--- src/rtl/run_stats_pkg.sv ---
// run_stats_pkg: shared types and defaults for the run-statistics collector.
//   run_state_e   : collector FSM encoding (IDLE / LO / HI), also driven out on RUN_STATE
//   MIN_RUN_DFLT  : run length that the detector's first terminal-state cycle represents
package run_stats_pkg;

    typedef enum logic [1:0] {
        ST_IDLE = 2'd0,
        ST_LO   = 2'd1,
        ST_HI   = 2'd2
    } run_state_e;

    localparam int MIN_RUN_DFLT = 4;

endpackage

--- src/rtl/run_stats_sat_counter.sv ---
// sat_counter: W-bit saturating counter with async reset, sync clear and sync load.
//   clk_i, rst_i (async, active-high), clr_i (sync clear, highest priority),
//   load_i/load_val_i (sync load, beats increment), inc_i (increment, sticks at all-ones)
//   count_o : registered count
module sat_counter #(
    parameter int W = 8
) (
    input  logic         clk_i,
    input  logic         rst_i,
    input  logic         clr_i,
    input  logic         inc_i,
    input  logic         load_i,
    input  logic [W-1:0] load_val_i,
    output logic [W-1:0] count_o
);

    logic [W-1:0] count_q, count_d;

    always_comb begin
        count_d = count_q;
        if (clr_i)
            count_d = '0;
        else if (load_i)
            count_d = load_val_i;
        else if (inc_i && (count_q != {W{1'b1}}))
            count_d = count_q + W'(1);
    end

    always_ff @(posedge clk_i or posedge rst_i) begin
        if (rst_i) count_q <= '0;
        else       count_q <= count_d;
    end

    assign count_o = count_q;

endmodule

--- src/rtl/run_stats.sv ---
// run_stats: per-polarity run statistics behind the serial run detector.
//   CLK, RESET (async, active-high), CLR (sync clear of everything)
//   RUN_LO / RUN_HI : detector terminal states (long run of 0s / 1s)
//   ZERO_RUNS / ONE_RUNS : saturating run-start counts
//   CUR_LEN : length of run in progress (0 when idle), saturating
//   MAX_LEN : longest finished run
//   NEW_RUN : one-cycle pulse on each run start
//   RUN_STATE : FSM state, ERR : sticky "both inputs high" flag
module run_stats
    import run_stats_pkg::*;
#(
    parameter int CNT_W   = 8,
    parameter int LEN_W   = 8,
    parameter int MIN_RUN = MIN_RUN_DFLT
) (
    input  logic             CLK,
    input  logic             RESET,
    input  logic             RUN_LO,
    input  logic             RUN_HI,
    input  logic             CLR,
    output logic [CNT_W-1:0] ZERO_RUNS,
    output logic [CNT_W-1:0] ONE_RUNS,
    output logic [LEN_W-1:0] CUR_LEN,
    output logic [LEN_W-1:0] MAX_LEN,
    output logic             NEW_RUN,
    output logic [1:0]       RUN_STATE,
    output logic             ERR
);

    run_state_e       state_q;
    logic [LEN_W-1:0] max_len_q;
    logic             new_run_q, err_q;

    // Event decode; both-high is a protocol error that freezes all statistics.
    logic act, both, start_lo, start_hi, cont, end_run, go_idle;
    assign both     = RUN_LO & RUN_HI;
    assign act      = !CLR && !both;
    assign start_lo = act && RUN_LO && (state_q != ST_LO);
    assign start_hi = act && RUN_HI && (state_q != ST_HI);
    assign cont     = act && ((state_q == ST_LO && RUN_LO) || (state_q == ST_HI && RUN_HI));
    // Any non-continuing edge out of LO/HI finishes the run: either a gap or a polarity switch.
    assign end_run  = act && (state_q != ST_IDLE) && !cont;
    assign go_idle  = end_run && !RUN_LO && !RUN_HI;

    sat_counter #(.W(CNT_W)) u_zero_runs (
        .clk_i(CLK), .rst_i(RESET), .clr_i(CLR),
        .inc_i(start_lo), .load_i(1'b0), .load_val_i('0), .count_o(ZERO_RUNS)
    );

    sat_counter #(.W(CNT_W)) u_one_runs (
        .clk_i(CLK), .rst_i(RESET), .clr_i(CLR),
        .inc_i(start_hi), .load_i(1'b0), .load_val_i('0), .count_o(ONE_RUNS)
    );

    // A start loads MIN_RUN; a gap loads 0; a continuation increments.
    sat_counter #(.W(LEN_W)) u_cur_len (
        .clk_i(CLK), .rst_i(RESET), .clr_i(CLR),
        .inc_i(cont), .load_i(start_lo || start_hi || go_idle),
        .load_val_i(go_idle ? '0 : LEN_W'(MIN_RUN)), .count_o(CUR_LEN)
    );

    always_ff @(posedge CLK or posedge RESET) begin
        if (RESET) begin
            state_q   <= ST_IDLE;
            max_len_q <= '0;
            new_run_q <= 1'b0;
            err_q     <= 1'b0;
        end else if (CLR) begin
            state_q   <= ST_IDLE;
            max_len_q <= '0;
            new_run_q <= 1'b0;
            err_q     <= 1'b0;
        end else begin
            new_run_q <= start_lo || start_hi;
            if (both) err_q <= 1'b1;
            if (end_run && (CUR_LEN > max_len_q)) max_len_q <= CUR_LEN;
            if (start_lo)     state_q <= ST_LO;
            else if (start_hi) state_q <= ST_HI;
            else if (go_idle)  state_q <= ST_IDLE;
        end
    end

    assign MAX_LEN   = max_len_q;
    assign NEW_RUN   = new_run_q;
    assign RUN_STATE = state_q;
    assign ERR       = err_q;

endmodule
--- config.mk ---
export PLATFORM = sky130hd
export DESIGN_NAME = run_stats
export DESIGN_NICKNAME = d
export VERILOG_FILES = /design/src/rtl/run_stats_pkg.sv /design/src/rtl/run_stats_sat_counter.sv /design/src/rtl/run_stats.sv
export SDC_FILE = /design/constraint.sdc
export NUM_CORES = 1
export LEC_CHECK = 0
export ABC_AREA = 1
export CAP_MARGIN = 10
export CORE_MARGIN = 2
export CORE_UTILIZATION = 40
export DETAILED_ROUTE_END_ITERATION = 8
export HOLD_SLACK_MARGIN = 0.12
export PLACE_DENSITY_LB_ADDON = 0.12
export SYNTH_ARGS = -nofsm -noshare
export SYNTH_HDL_FRONTEND = slang
export SYNTH_SLANG_ARGS = --single-unit
--- constraint.sdc ---
create_clock -name CLK -period 1.7 [get_ports CLK]
set_clock_uncertainty 0.15 [all_clocks]
set_input_delay 0.17 -clock CLK [delete_from_list [all_inputs] [get_ports CLK]]
set_output_delay 0.17 -clock CLK [all_outputs]
set_load 0.03 [all_outputs]
==> results.txt, run 1 <==
The run finished with clean final reports. Counting cells, the worst reg-to-reg path comes to 9. Global routing consumed, on the met2 layer, 26.5% of the routing resources. The share of cells above drive strength 1 was 31.1%. The flip-flop and latch count after synthesis is 36, and the pin count of the biggest net entering global routing is 37.

The first-pass iteration count of the detailed router came out at 4. TritonCTS created 5 clock buffers. In this run the standard cell core region covers 0.00551 sq mm. The tools report the total power draw as 2.15 mW. Final net count: 382.

The global routing stage identified its most utilized layer as met1. At the pin with the least slew margin, the transition time is 381 ps. After detailed placement, the total cell area comes to 0.00299 sq mm. The initial standard-cell utilization of the core is 41.6%, and the number of maximum-capacitance violations is 0. The run gives 0 as the final routed DRC violation total. In the final routed layout, each cell accounts on average for 12.6 um. The initial antenna violation count is 0, and the total power divided by cell area is 647 mW/mm^2. In the synthesized netlist, the number of instances is 293. In this run the clock root is driven by a sky130_fd_sc_hd__clkbuf_8. TritonCTS built the clock tree. In the post-synthesis netlist, the biggest area contributors are sky130_fd_sc_hd__dfrtp_1, sky130_fd_sc_hd__nand2_1, sky130_fd_sc_hd__nand3_1.

The count of antenna-violating nets left after detailed routing is 0, and the highest fanout seen on the critical path is 8. Global routing used 3.39% of the available met3 tracks. The min-delay analysis places its worst path in the category register to register.

The total of buffers placed on input and output ports was 40. The worst-case setup slack after placement is -68.1 ps, and the post-route worst setup slack is 3.52 ps. The final number of max-transition violations is 0.

A synthesized cell averages 7.81 sq um. The via count of the first global-routing pass is 1881. The die is 79.6 um wide. The final setup violation count is 0. The logs give 0.00229 sq mm for the post-synthesis instance area and 3890 um for the estimated wirelength of the detail-placed design. After detailed routing, the number of vias per cell comes to 4.80. Worst IR drop on VDD: 0.545 mV. Data on the critical path is required at its endpoint by 1720 ps.

Counting the fill cells in the layout gives 500. The buffer levels on the longest clock path was 2; the floorplan die height was 79.6 um. The sequential cell area fraction in the yosys report was 39.4%. The worst-case register-to-register setup slack is 4 ps, and the leakage power is 1.76 nW.

The critical setup path kind was register to register. The startpoint of the lowest-slack register-to-register path is u_cur_len.count_o[4]. The run gives 107 as the first-iteration detailed-routing DRC count.

The routed wire length was 5530 um. The number of primary I/O pins came out at 41. The tools report the number of hold-slack violations in the final timing report as 0. Summed over all layers, the global routing overflow is 0.

The netlist uses 32 different library cells. H-tree depth: 2. The repair_antennas step left the layout with diodes totalling 0. The congestion estimate from routability-driven global placement came to 0.827.

The die covers 0.00634 sq mm. For the count of clock tree sinks, the log shows 36. The worst setup path startpoint was u_cur_len.count_o[4]. The worst path arrival time came out at 1720 ps.

The critical path ends at MAX_LEN[3]. Dividing the final minimum period by the clock period gives 99.8%. The first global-routing pass estimated 9120 um of wire.

The shortest period the worst path allows was 1700 ps; the area overhead of the layout relative to synthesis was 45.1%. After floorplanning, the core was divided into 27 placement rows. Critical register-to-register path endpoint: MAX_LEN[3]. The synthesized design devotes to its leading area cell type 39.4% of total area. Setup repair after global routing could not meet its margin everywhere. The worst setup path is launched from a register. The relative slew slack was 74.6%; the net count after synthesis was 309. STA classifies the critical path endpoint as a register. For this run, the number of Yosys warnings is 0. The overall routing resource usage was 18.3%. The vias after detailed routing came out at 2108.

The run gives 280 ps as the clock insertion delay at the later pin of the skew report. Clock-pin slew was measured on the worst setup and hold paths at 80 ps. The run gives 0.00332 sq mm as the summed area of non-filler cells in the final layout.

Global routing consumed, on the met1 layer, 27.6% of the routing resources. Based on the critical path, the design can be clocked at up to 589 MHz. Summed over all instances, the cell type with the most area after synthesis is sky130_fd_sc_hd__dfrtp_1.
[kinds of logic (layout without fill, tap and decap cells)]
| group | count (synthesis) | count (layout) | synth area share (%) |
|---|---|---|---|
| AOI/OAI and AO/OA | 14 | 14 | 3.83 |
| xor gates and xnor gates | 9 | 9 | 3.44 |
| adders and majority gates | 11 | 11 | 6.01 |
| buffers and inverters | 38 | 111 | 7.33 |
| DFF | 36 | 36 | 39.4 |
| and+or+nand+nor | 185 | 186 | 40.0 |
[sequential cells by signal, summed over array words and instances (netlist names)]
name and flops:
u_zero_runs.count_o 8, RUN_STATE 2, u_one_runs.count_o 8, NEW_RUN 1
MAX_LEN 8, ERR 1, u_cur_len.count_o 8
[layout make-up]
type	instances	area [sq um]	share of cell area, %
inverter	34	145	4.37
multi-input combinational	220	1410	42.4
timing repair inverter	1	5.00	0.151
tap	72	90.1	2.71
clock inverter	1	30.0	0.904
sequential	36	916	27.6
clock buffer	7	96.3	2.90
timing repair buffer	68	632	19.0
[routing by layer]
layer / part of all wire (%) / vias up
met4: 1.3 / 0
met2: 45 / 40
li1: - / 1089
met5: 0 / -
met1: 50 / 973
met3: 3.9 / 6
[synth_stat cells, drive strengths merged]
cell type / number
o21ai: 8
inv: 33
clkbuf: 1
or2: 2
a21o: 1
clkinv: 1
nor2: 34
a21oi: 5
xnor2: 3
ha: 11
nor3: 4
nand2: 90
dfrtp: 36
nand3: 48
nand4: 6
nor4: 1
buf: 3
xor2: 6
[worst min-delay path by stage]
stage,start,end,slack [ps],cells past startpoint
global placement,MAX_LEN[3],MAX_LEN[3],350,2
CTS,MAX_LEN[3],MAX_LEN[3],380,2
finish,ERR,ERR,380,2
detailed placement,MAX_LEN[3],MAX_LEN[3],360,2
floorplan,RESET,ERR,190,1
global route,ERR,ERR,410,2
[critical path: stages, from the launching register on]
cell,delay (ps)
sky130_fd_sc_hd__dfrtp_1,400
sky130_fd_sc_hd__ha_1,300
sky130_fd_sc_hd__nand2_2,80
sky130_fd_sc_hd__nor2_4,40
sky130_fd_sc_hd__nand2_2,80
sky130_fd_sc_hd__nand2_4,70
sky130_fd_sc_hd__nor2_8,190
sky130_fd_sc_hd__nand2_8,100
sky130_fd_sc_hd__nand3_1,80
sky130_fd_sc_hd__nand2_1,70
[report_power, final]
group          switching (mW)  internal, mW  leakage, nW
clock network           0.313         0.518       0.0645
registers              0.0240         0.877        0.477
logic                   0.262         0.153         1.22
[placed cells by master (no fill, tap or decap), drive strengths merged]
| cell type | instances |
|---|---|
| nand2 | 91 |
| nand3 | 48 |
| dfrtp | 36 |
| nor2 | 34 |
| inv | 33 |
| dlygate4sd2 | 28 |
| buf | 27 |
| ha | 11 |
| o21ai | 8 |
| clkbuf | 7 |
| clkdlybuf4s50 | 7 |
| xor2 | 6 |
| nand4 | 6 |
| dlymetal6s2s | 5 |
| a21oi | 5 |
| nor3 | 4 |
| xnor2 | 3 |
| or2 | 2 |
| clkinv | 2 |
| a21o | 1 |
| nor4 | 1 |
| bufinv | 1 |
| dlygate4sd3 | 1 |
[timing repair]
action,4_1_cts,5_1_grt
setup endpoints to repair,32,14
gates resized for setup,30,41
setup buffers,1,2
hold endpoints to repair,36,0
hold buffers,1,0
pin swaps,1,14
gates cloned,0,2
[per-stage QoR]
step | cells | hold slack [ps] | utilization (%) | TNS, ps
6_report | 439 | 377 | 60.3 | 0
5_1_grt | 439 | 406 | 60.3 | -492
4_1_cts | 435 | 376 | 56.4 | 0
3_5_place_dp | 425 | 357 | 54.3 | -1040
3_3_place_gp | 425 | 353 | 54.3 | -710
2_1_floorplan | 293 | 186 | - | 0
Power figures use the tool's default switching activity.
==> run 2, diff against run 1 <==
Settings changed: CELL_PAD_IN_SITES_DETAIL_PLACEMENT set to 1, CELL_PAD_IN_SITES_GLOBAL_PLACEMENT set to 2, CORE_UTILIZATION 40 to 27.
==> results.txt, run 2 (same netlist as run 1, synthesis figures left out) <==
The run gives 5 (unchanged) as the number of buffers added by the clock tree synthesis step. The area of all sequential standard cells came out at 916 sq um (unchanged). The tools report the first-iteration detailed-routing DRC count as 50 (-53%). TritonCTS built the clock tree.

The via-per-instance ratio was 4.60 (-4.2%). The share of cells above drive strength 1 came out at 34.7% (+3.7 points). The slowest stage of the critical path belongs to the cell sky130_fd_sc_hd__dfrtp_1.

The tools report the leakage power as 1.75 nW (-0.56%). For the estimated wirelength of the detail-placed design, the log shows 5080 um (+31%). The via count of the first global-routing pass is 2260 (+20%), and the area overhead of the layout relative to synthesis is 50.7%. The initial antenna violation count came out at 0 (unchanged). The clock transition at the registers of the reported paths is 80 ps (about the same), and the total power draw is 2.12 mW (-1.2%). Share of power burned in the clock network: 36.4% (-2.3 points). The run gives 2 (unchanged) as the H-tree depth. The capturing element type of the critical path is a register. The top cell types in the final layout, fill and taps aside, are sky130_fd_sc_hd__nand2_1, sky130_fd_sc_hd__buf_4, sky130_fd_sc_hd__nand3_1.

The run gives 0.00313 sq mm (+4.7%) as the area after detailed placement. The combined buffer and inverter count along the critical path came out at 1 (+1). The signal on the critical path passes through inv_1 > ha_1 > nand2_2 > nor2_4 > nand2_2 > nand2_4 > nor2_8 > nand2_8 > nand3_2 > nand2_1. Setup repair after global routing could not meet its margin everywhere. The total die area was 0.00923 sq mm (+46%); the weighted congestion reported at the end of routability-driven placement was 0.765 (-7.4%).

The shortest period the worst path allows was 1670 ps (-27.3 ps). Largest delay contributor family on the critical path: simple AND/OR/NAND/NOR gates. The number of maximum-capacitance violations was 0 (unchanged); the wire length of the first global-routing pass was 11000 um (+21%). The critical path's most frequent cell is sky130_fd_sc_hd__nand2_2. The floorplan die height works out to 96.1 um (+21%). The switching share of power is 29.9% (+2.0 points), and the summed area of non-filler cells in the final layout is 0.00345 sq mm (+3.9%). The tools report the area used by multi-input combinational logic as 0.00143 sq mm (+1.6%). Internal portion of total power: 1.49 mW (-3.9%). The number of fill cells in the layout came out at 989 (+98%). Startpoint type of the worst setup path: a register. The worst hold path belongs to the class register to register. The combinational share of power was 21.1% (+1.8 points). The run finished with clean final reports.

The number of primary I/O pins came out at 41 (unchanged). The highest fanout seen on the critical path was 8 (unchanged); the first-pass iteration count of the detailed router was 4 (unchanged). Leaving out fill and tap cells, the most frequent cell in the layout is sky130_fd_sc_hd__nand2_1. The final number of max-transition violations came out at 0 (unchanged). The count of antenna-violating nets left after detailed routing is 0 (unchanged), and the final cycle utilization of the critical path is 98.2% (-1.6 points). The total power divided by cell area was 615 mW/mm^2 (-4.8%); the routed wire length was 6670 um (+21%). The delay of the slowest cell on the worst path works out to 360 ps (-40 ps). The worst path arrival time was 1700 ps (-20 ps). Clock tree root buffer cell: sky130_fd_sc_hd__clkbuf_8. The worst-margin pin slew was 316 ps (-65.0 ps); the average routed wire per standard cell was 13.7 um (+9.2%). Chip width: 96.1 um (+21%). The worst-case setup slack after placement was -99.8 ps (-31.7 ps); the final global-route overflow total was 0 (unchanged).

The sequential share of power is 42.5% (+0.5 points). The worst IR drop on VDD was 0.281 mV (-48%). The final routed DRC violation total was 0 (unchanged); the number of core rows was 33 (+22%).

The count of clock tree sinks is 36 (unchanged), and the clock insertion delay at the later pin of the skew report is 290 ps (about the same). The final setup violation count is 0 (unchanged), and the number of antenna cells inserted is 0 (unchanged). Overall routing resource usage: 15.7% (-2.7 points). The tools report the final net count as 395 (+3.4%).

The pin count of the biggest net entering global routing was 37 (unchanged). The tools report the fraction of the core area covered by cells at the end of the flow as 42.0% (-18 points). The maximum operating frequency is 599 MHz (+1.6%), and the endpoint required time on the critical path is 1730 ps (about the same). The vias after detailed routing was 2232 (+5.9%). The total of buffers placed on input and output ports works out to 40 (unchanged). The core box area is 0.00822 sq mm (+49%), and the relative slew slack is 78.9% (+4.3 points). The critical setup path kind is register to register.

Post-route worst setup slack: 30.8 ps (+27.3 ps). The switching power total was 0.635 mW (+6.0%). The number of hold-slack violations in the final timing report was 0 (unchanged); the buffer levels on the longest clock path was 2 (unchanged). The initial standard-cell utilization of the core was 27.9% (-14 points).
[run 2: cell types whose count changed in the layout (fill, tap and decap cells not counted), moves of 5 or more]
| cell | change |
|---|---|
| sky130_fd_sc_hd__buf_4 | +13 |
| sky130_fd_sc_hd__dlygate4sd2_1 | +6 |
| sky130_fd_sc_hd__dlymetal6s2s_1 | -5 |
| sky130_fd_sc_hd__nand3_1 | -5 |
| sky130_fd_sc_hd__nand3_2 | +5 |
[run 2: area by class of cell]
cell class / count / area share, %
inverters: 34 / 4.21
well taps: 105 / 3.81
flip-flops and latches: 36 / 26.6
clock inverters: 3 / 1.23
repair buffers: 82 / 20.6
repair inverters: 1 / 0.145
multi-input cells: 219 / 41.4
clock buffers: 5 / 1.99
[run 2: what timing repair did]
item,in CTS,in global routing
gates resized for setup,37,43
cloned,0,1
hold endpoints to repair,36,0
endpoints found under the setup margin,42,11
setup buffers,0,2
pin swaps,1,20
hold buffers,1,0
[run 2: power by group through the flow]
stage | Sequential (mW) | Combinational, mW | Clock [mW]
final | 0.901 | 0.448 | 0.773
after global routing | 0.905 | 0.501 | 0.844
after CTS | 0.899 | 0.414 | 0.805
after detailed placement | 0.916 | 0.419 | 0
after global placement | 0.917 | 0.415 | 0
after floorplan | 0.960 | 0.199 | 0
[run 2: per-stage QoR]
| step | instances | setup TNS [ps] | hold slack (ps) |
|---|---|---|---|
| final | 485 | 0 | 375 |
| after global routing | 485 | -488 | 434 |
| after CTS | 482 | 0 | 383 |
| after detailed placement | 473 | -1390 | 367 |
| after global placement | 473 | -710 | 363 |
| after floorplan | 293 | 0 | 186 |
[run 2: path summary, 6_finish.rpt]
path | from | end | slack, ps | depth (start not counted)
worst max-delay path | MAX_LEN[4] | MAX_LEN[6] | 30 | 10
worst min-delay path | ERR | ERR | 380 | 2
worst max register to register | MAX_LEN[4] | MAX_LEN[6] | 30 | 10
worst min register to register | ERR | ERR | 380 | 2
max in group asynchronous | RESET | MAX_LEN[7] | 560 | 4
min in group asynchronous | RESET | u_zero_runs.count_o[4] | 620 | 4
[run 2: worst register-to-register path: stages, from the launching register on]
cell	delay, ps
sky130_fd_sc_hd__dfrtp_1	360
sky130_fd_sc_hd__inv_1	50
sky130_fd_sc_hd__ha_1	300
sky130_fd_sc_hd__nand2_2	80
sky130_fd_sc_hd__nor2_4	40
sky130_fd_sc_hd__nand2_2	80
sky130_fd_sc_hd__nand2_4	60
sky130_fd_sc_hd__nor2_8	190
sky130_fd_sc_hd__nand2_8	110
sky130_fd_sc_hd__nand3_2	80
sky130_fd_sc_hd__nand2_1	50
[run 2: routing by layer]
metal,part of all wire [%],GRT usage (%),up-vias
met1,51,22.3,1073
met4,1.3,4.64,0
met3,2.5,2.51,5
met2,45,24.4,33
li1,-,-,1121
met5,0,0,-
